<file path="config.mk">
export PLATFORM = sky130hd
export DESIGN_NAME = serial_adder
export DESIGN_NICKNAME = d
export VERILOG_FILES = /design/src/rtl/serial_adder_pkg.sv /design/src/rtl/full_adder.sv /design/src/rtl/serial_adder.sv
export SDC_FILE = /design/constraint.sdc
export NUM_CORES = 1
export LEC_CHECK = 0
export BUFFER_PORTS_ARGS = -buffer_cell sky130_fd_sc_hd__buf_2
export CORE_AREA = 8 8 69 71
export DETAILED_ROUTE_END_ITERATION = 8
export DIE_AREA = 0 0 77 79
export PLACE_DENSITY = 0.64
export SLEW_MARGIN = 25
export SYNTH_ARGS = -nofsm -noshare
export SYNTH_HDL_FRONTEND = slang
export SYNTH_SLANG_ARGS = --single-unit
export TNS_END_PERCENT = 1
</file>
<file path="constraint.sdc">
create_clock -name clk -period 2.68 [get_ports clk]
set_input_delay 0.134 -clock clk [delete_from_list [all_inputs] [get_ports clk]]
set_output_delay 0.134 -clock clk [all_outputs]
set_load 0.1 [all_outputs]
</file>
<file path="src/rtl/serial_adder_pkg.sv">
// Shared definitions for the bit-serial adder.
//   state_e : FSM state encoding (idle / shifting / result-valid)
//   clog2   : ceiling log2, used to size the bit counter
package serial_adder_pkg;

  typedef enum logic [1:0] {
    StIdle  = 2'd0,
    StShift = 2'd1,
    StDone  = 2'd2
  } state_e;

  // Ceiling log2 for elaboration-time sizing; returns 0 for value <= 1.
  function automatic int unsigned clog2(input int unsigned value);
    int unsigned result;
    result = 0;
    for (int unsigned i = 0; i < 32; i++) begin
      if ((64'd1 << i) < 64'(value)) begin
        result = i + 1;
      end
    end
    return result;
  endfunction

endpackage

</file>
<file path="src/rtl/full_adder.sv">
// Single-bit full adder, the only arithmetic in the serial adder datapath.
// Ports:
//   a, b : addend bits
//   ci   : carry in
//   s    : sum bit
//   co   : carry out
module full_adder (
  input  logic a,
  input  logic b,
  input  logic ci,
  output logic s,
  output logic co
);

  assign s  = a ^ b ^ ci;
  assign co = (a & b) | (ci & (a ^ b));

endmodule

</file>
<file path="src/rtl/serial_adder.sv">
// Bit-serial adder: computes a + b + ci one bit per cycle, LSB first.
// An accepted start loads the operands and carry-in, WIDTH shift cycles
// follow, then a single DONE cycle pulses done. Result stays held until
// the next accepted start.
// Ports:
//   clk   : clock, rising edge
//   rst_n : synchronous active-low reset
//   start : request an addition (accepted only while idle)
//   a, b  : operands, sampled on the accepting edge
//   ci    : carry-in, sampled on the accepting edge
//   busy  : high in SHIFT and DONE
//   done  : one-cycle pulse when sum/co are valid
//   sum   : a + b + ci modulo 2^WIDTH
//   co    : carry-out
//   ovf   : two's-complement overflow (only with SERIAL_ADDER_OVF_EN defined)
module serial_adder
  import serial_adder_pkg::*;
#(
  parameter int unsigned WIDTH = 8
) (
  input  logic             clk,
  input  logic             rst_n,
  input  logic             start,
  input  logic [WIDTH-1:0] a,
  input  logic [WIDTH-1:0] b,
  input  logic             ci,
  output logic             busy,
  output logic             done,
  output logic [WIDTH-1:0] sum,
  output logic             co
`ifdef SERIAL_ADDER_OVF_EN
  ,
  output logic             ovf
`endif
);

  localparam int unsigned CntW = (clog2(WIDTH) < 1) ? 1 : clog2(WIDTH);
  localparam logic [CntW-1:0] LastBit = CntW'(WIDTH - 1);

  state_e            state_q, state_d;
  logic [WIDTH-1:0]  a_sh_q, a_sh_d;
  logic [WIDTH-1:0]  b_sh_q, b_sh_d;
  logic [WIDTH-1:0]  sum_q, sum_d;
  logic              carry_q, carry_d;
  logic [CntW-1:0]   cnt_q, cnt_d;
  logic              fa_s, fa_co;
`ifdef SERIAL_ADDER_OVF_EN
  logic              ovf_q, ovf_d;
`endif

  full_adder u_full_adder (
    .a  (a_sh_q[0]),
    .b  (b_sh_q[0]),
    .ci (carry_q),
    .s  (fa_s),
    .co (fa_co)
  );

  always_comb begin
    state_d = state_q;
    a_sh_d  = a_sh_q;
    b_sh_d  = b_sh_q;
    sum_d   = sum_q;
    carry_d = carry_q;
    cnt_d   = cnt_q;
`ifdef SERIAL_ADDER_OVF_EN
    ovf_d   = ovf_q;
`endif
    unique case (state_q)
      StIdle: begin
        if (start) begin
          a_sh_d  = a;
          b_sh_d  = b;
          carry_d = ci;
          cnt_d   = '0;
          state_d = StShift;
        end
      end
      StShift: begin
        a_sh_d  = a_sh_q >> 1;
        b_sh_d  = b_sh_q >> 1;
        // New sum bit enters at the MSB so bit 0 ends up at the LSB after WIDTH shifts.
        sum_d   = {fa_s, sum_q[WIDTH-1:1]};
        carry_d = fa_co;
        cnt_d   = cnt_q + CntW'(1);
        if (cnt_q == LastBit) begin
          state_d = StDone;
`ifdef SERIAL_ADDER_OVF_EN
          // carry_q is the carry into the MSB while the MSB is being processed.
          ovf_d   = carry_q ^ fa_co;
`endif
        end
      end
      StDone: begin
        state_d = StIdle;
      end
      default: begin
        state_d = StIdle;
      end
    endcase
  end

  always_ff @(posedge clk) begin
    if (!rst_n) begin
      state_q <= StIdle;
      a_sh_q  <= '0;
      b_sh_q  <= '0;
      sum_q   <= '0;
      carry_q <= 1'b0;
      cnt_q   <= '0;
`ifdef SERIAL_ADDER_OVF_EN
      ovf_q   <= 1'b0;
`endif
    end else begin
      state_q <= state_d;
      a_sh_q  <= a_sh_d;
      b_sh_q  <= b_sh_d;
      sum_q   <= sum_d;
      carry_q <= carry_d;
      cnt_q   <= cnt_d;
`ifdef SERIAL_ADDER_OVF_EN
      ovf_q   <= ovf_d;
`endif
    end
  end

  assign busy = (state_q != StIdle);
  assign done = (state_q == StDone);
  assign sum  = sum_q;
  // The carry flop only moves on start or shift, so it already holds co stable after done.
  assign co   = carry_q;
`ifdef SERIAL_ADDER_OVF_EN
  assign ovf  = ovf_q;
`endif

endmodule

</file>
==> results.toml, run 1 <==
[yosys]
syn_nets = 160
yosysTopAreaCell = "dfxtp_1"
synthCells = 137
synth.area.top_cells = "dfxtp_1 46%, o221ai_2 11%, nor2_1 9.1%"
yosysWarnings = 0
syn_area_um2 = 1310
avgSynthCellArea_um2 = 9.59
yosysTopAreaCellShare_pct = 45.7
seq_area_frac_synth_pct = 45.7
ys_types = 25
synth_seq_cells = 30

[floorplan]
dieArea_um2 = 6080
die_w_um = 77
start_util_pct = 34.6
pin_count = 31
die_y_um = 79
num_rows = 23
core_um2 = 3800

[cts]
cts_buffers = 5
post_cts_resized = 0
clk_latency_ps = 270
cts_hold_buf = 0
clock_path_buffers = 2
root_buffer = "clkbuf_8"
postCtsSetupRepairBufs = 0
htreeDepth = 2
cts_tree = "yes"
cts.clk_slew.worst_paths_ps = 60
cts.sinks = 30

[grt]
grt_pass1_vias = 1129
track_usage_pct = 9.78
grt_overflow_total = 0
grt_pass1_wl_um = 4930
antenna_found_initial = 0
grt_start_max_net_pins = 31

[sta]
setup_tns_ps = 0
min_period_over_period_pct = 59.1
fmax_mhz = 632
setup_slack_ps = 1100
slew-limit-headroom_pct = 52.1
hold_violations = 0
setup_viol = 0
fin_crit_ps = 1580
fin_worst_skew_ps = 2.95
rsz0062_at_grt = "false"
tightestPinTransition_ps = 717
drv_slew = 0

[cells_and_area]
seq_area_um2 = 601
final_area_um2 = 1540
fin_nets = 187
final_cell_mix = "32 x nor2_1, 30 x dfxtp_1, 30 x buf_2, 17 x nand2_1, 10 x o221ai_2"
final.fill_count = 407
multi_input_area_um2 = 627
area_growth_pct = 17.0
num_antenna_cells = 0
finalNonFillerCells = 213
layout_commonest_cell = "nor2_1"
drive_gt1_share_pct = 29.4

[critical_path]
path_class = "reg -> reg"
cp-end-kind = "flip-flop"
cp.arrival_ps = 1750
cp_max_fo = 15
crit_path_start_kind = "flip-flop"
cp_data_required_time_ps = 2850

[placed_design]
place_ws_ps = 1090
gp_congestion = 0.664
place_hpwl_um = 2000
dp_cells = 207
port_buffers = 30
postPlaceCellArea_um2 = 1460

[routing]
ant_nets = 0
wl_per_cell_um = 12.8
vias = 1050
postRouteWirelength_um = 2730
drtPass1Iterations = 4
drt_first_iter_violations = 35
drc_errors = 0
vias_per_cell = 4.93

[power]
p_int_w = 0.000720
power_w = 0.000986
p_comb_share_pct = 14.5
switching_share_pct = 27.0
cellPowerDensity_nw_per_um2 = 641
ir_drop_mv = 0.289
cellLeakagePower_nw = 0.631
seqPwrFrac_pct = 50.0
p_clk_share_pct = 35.5
p_sw_w = 0.000266

[hold_path]
hp-class = "in -> reg"

[job]
cap_violations = 0

[status]
status = "finished clean"
Yosys cell counts:
library cell and number:
a22oi_1 2, nor2b_1 5, buf_12 1, mux2i_1 2
o21bai_1 1, fa_1 1, buf_2 2, or3b_1 1
and2_1 1, nand2_1 17, buf_4 1, o21ba_2 1
and3_1 1, nor3b_1 1, a21boi_0 9, nor2_1 32
o221ai_1 5, buf_6 2, a32oi_1 2, dfxtp_1 30
clkbuf_1 5, inv_1 2, nand2b_1 1, ha_1 2
o221ai_2 10
sequential cells by signal, summed over array words and instances, names as in the netlist:
register	cells
a_sh_q	8
b_sh_q	8
cnt_q	3
co	1
state_q	2
sum	8
stage by stage:
step                hold slack (ps)  utilization, %
global placement                433            38.3
global route                    178            40.5
finish                          165            40.5
CTS                             165            40.5
detailed placement              447            38.3
floorplan                       322               -
worst paths after layout:
check / startpoint / endpoint / slack, ps / cells past startpoint
max: state_q[1] / cnt_q[0] / 1100 / 4
min: b[3] / b_sh_q[3] / 160 / 3
max reg2reg: state_q[1] / cnt_q[0] / 1100 / 4
min reg2reg: sum[0] / sum[0] / 470 / 2
kinds of logic (layout without fill, tap and decap cells):
| family | Yosys count | in the layout | share of synthesized area (%) |
|---|---|---|---|
| compound gates | 30 | 30 | 23.7 |
| fa+ha+maj | 3 | 3 | 3.43 |
| buf+inv | 13 | 39 | 6.57 |
| flops | 30 | 30 | 45.7 |
| mux | 2 | 2 | 1.52 |
| simple gates | 59 | 59 | 19.0 |
power by group through the flow:
stage	Sequential (W)	Combinational, W	Clock (W)
after global placement	0.000501	0.000141	0
after detailed placement	0.000503	0.000144	0
after CTS	0.000493	0.000145	0.000358
after global routing	0.000495	0.000160	0.000379
after floorplan	0.000523	0.0000959	0
final	0.000493	0.000143	0.000350
metal layers:
metal  GRT usage (%)  share of wire [%]  vias up
met2            16.2                 45       32
met1            11.0                 46      485
met4            4.53                1.8        0
li1                -                  -      527
met3            3.72                6.7        6
met5               0                  0        -
cell type report:
cell class | count | share of cell area, %
multi-input combinational | 94 | 40.8
sequential | 30 | 39.1
timing repair buffer | 31 | 10.3
clock buffer | 6 | 5.37
tap | 50 | 4.07
inverter | 2 | 0.488
worst max-delay path, cell delays in order, from the launching register on:
cell      delay, ps
dfxtp_1         440
nand2b_1        450
buf_4           320
mux2i_1         100
and2_1          170
Power figures use the tool's default switching activity.
==> inputs of run 2 (changes only) <==
Settings changed: PLACE_DENSITY 0.64 to 0.66.
Clock period 2.68 ns to 1.29 ns, I/O delays scaled along.
==> run 2 against run 1 <==
Total power grew to 2.6 times the previous value. Register-to-register slack worse by 1000 ps. Non-clock buffer count grew 9. Utilization grew 5.9 points. Clock skew rose by 7.5 ps. Die area stayed put. Hold slack worse by 87 ps. First-iteration DRC count rose by 54%. Critical path type unchanged. Critical endpoint is now a_sh_q[4]. Largest cell class unchanged. Largest power group is now the clock network.
==> results.toml, run 2 (synthesized netlist as in run 1, its figures left out) <==
[routing]
drt_first_iter_violations = 54
wl_met2_um = 1400
wl_met1_um = 1200
vias = 1067
drtPass1Iterations = 4
vias_per_cell = 4.76
ant_nets = 0
wl_met3_um = 227
postRouteWirelength_um = 2880
wl_per_cell_um = 12.8
drc_errors = 0
top_layer = "met4"

[critical_path]
cp_data_required_time_ps = 1470
reg2reg_depth = 4
cp.arrival_ps = 1410
cp-end-kind = "flip-flop"
path_class = "reg -> reg"
cp_max_fo = 8
crit_path_start_kind = "flip-flop"

[grt]
grt_pass1_vias = 1079
track_usage_pct = 9.96
grt_pass1_wl_um = 4770
antenna_found_initial = 0
grt_overflow_total = 0
grt_start_max_net_pins = 31

[job]
cap_violations = 0

[cts]
cts_tree = "yes"
postCtsSetupRepairBufs = 0
clock_path_buffers = 2
cts_hold_buf = 0
cts.sinks = 30
cts_buffers = 5
htreeDepth = 2
cts.clk_slew.worst_paths_ps = 70
clk_latency_ps = 290
post_cts_resized = 0
root_buffer = "clkbuf_8"

[floorplan]
die_w_um = 77
num_rows = 23
core_um2 = 3800
start_util_pct = 34.6
pin_count = 31
dieArea_um2 = 6080
die_y_um = 79

[power]
cellLeakagePower_nw = 0.727
ir_drop_mv = 0.539
cellPowerDensity_nw_per_um2 = 1460

[sta]
setup_viol = 0
hold_violations = 0
rsz0062_at_grt = "true"
setup_slack_ps = 56.2
fin_worst_skew_ps = 10.5
tightestPinTransition_ps = 489
slew-limit-headroom_pct = 67.6
setup_tns_ps = 0
min_period_over_period_pct = 95.6
fin_crit_ps = 1230
fmax_mhz = 811
drv_slew = 0

[cells_and_area]
final_cell_mix = "31 x nor2_1, 29 x dfxtp_1, 28 x buf_2, 17 x nand2_1, 13 x o221ai_2"
drive_gt1_share_pct = 37.4
fin_nets = 196
num_antenna_cells = 0
final.fill_count = 397
area_growth_pct = 34.0
final_area_um2 = 1760
layout_commonest_cell = "nor2_1"

[placed_design]
port_buffers = 30
postPlaceCellArea_um2 = 1600
place_hpwl_um = 2090
gp_congestion = 0.716
place_ws_ps = 36.7

[status]
status = "finished clean"

[hold_path]
hp-class = "in -> reg"
hold-path-cell-count = 3
-- run 2: worst max-delay path, cell delays in order, from the launching register on --
cell and delay (ps):
dfxtp_1 310, or3b_1 400, buf_4 190, o221ai_1 170
nor2_1 60
-- run 2: final timing paths --
check                   from   endpoint  slack (ps)
setup / recovery  state_q[1]  a_sh_q[4]          60
hold / removal          b[1]  b_sh_q[1]          80
setup reg to reg  state_q[1]  a_sh_q[4]          60
hold reg to reg       sum[0]     sum[0]         460
-- run 2: area by class of cell --
class | count | area (um^2) | area share, %
Tap cell | 50 | 62.6 | 3.55
Multi-Input combinational cell | 94 | 651 | 37.0
Clock inverter | 2 | 60.1 | 3.41
Sequential cell | 30 | 604 | 34.3
Inverter | 2 | 7.51 | 0.426
Timing Repair Buffer | 40 | 293 | 16.6
Clock buffer | 6 | 82.6 | 4.69
-- run 2: layer usage --
layer	global-route usage, %	up-vias
met5	0	-
met4	5.66	0
met3	5.64	4
met2	16.7	29
met1	9.52	487
li1	-	547
-- run 2: power breakdown --
part	internal (W)	total, W	switching (W)	leakage, nW
clock network	0.000824	0.00118	0.000356	0.0714
registers	0.000983	0.00102	0.0000373	0.247
logic	0.000149	0.000363	0.000213	0.409
-- run 2: through the flow --
step	power [W]	hold slack [ps]	cells	utilization, %
floorplan	0.00129	253	137	-
global placement	0.00139	371	216	42.0
detailed placement	0.00140	379	216	42.0
CTS	0.00259	70.7	224	45.8
global route	0.00268	82.6	224	46.3
finish	0.00256	78.4	224	46.3
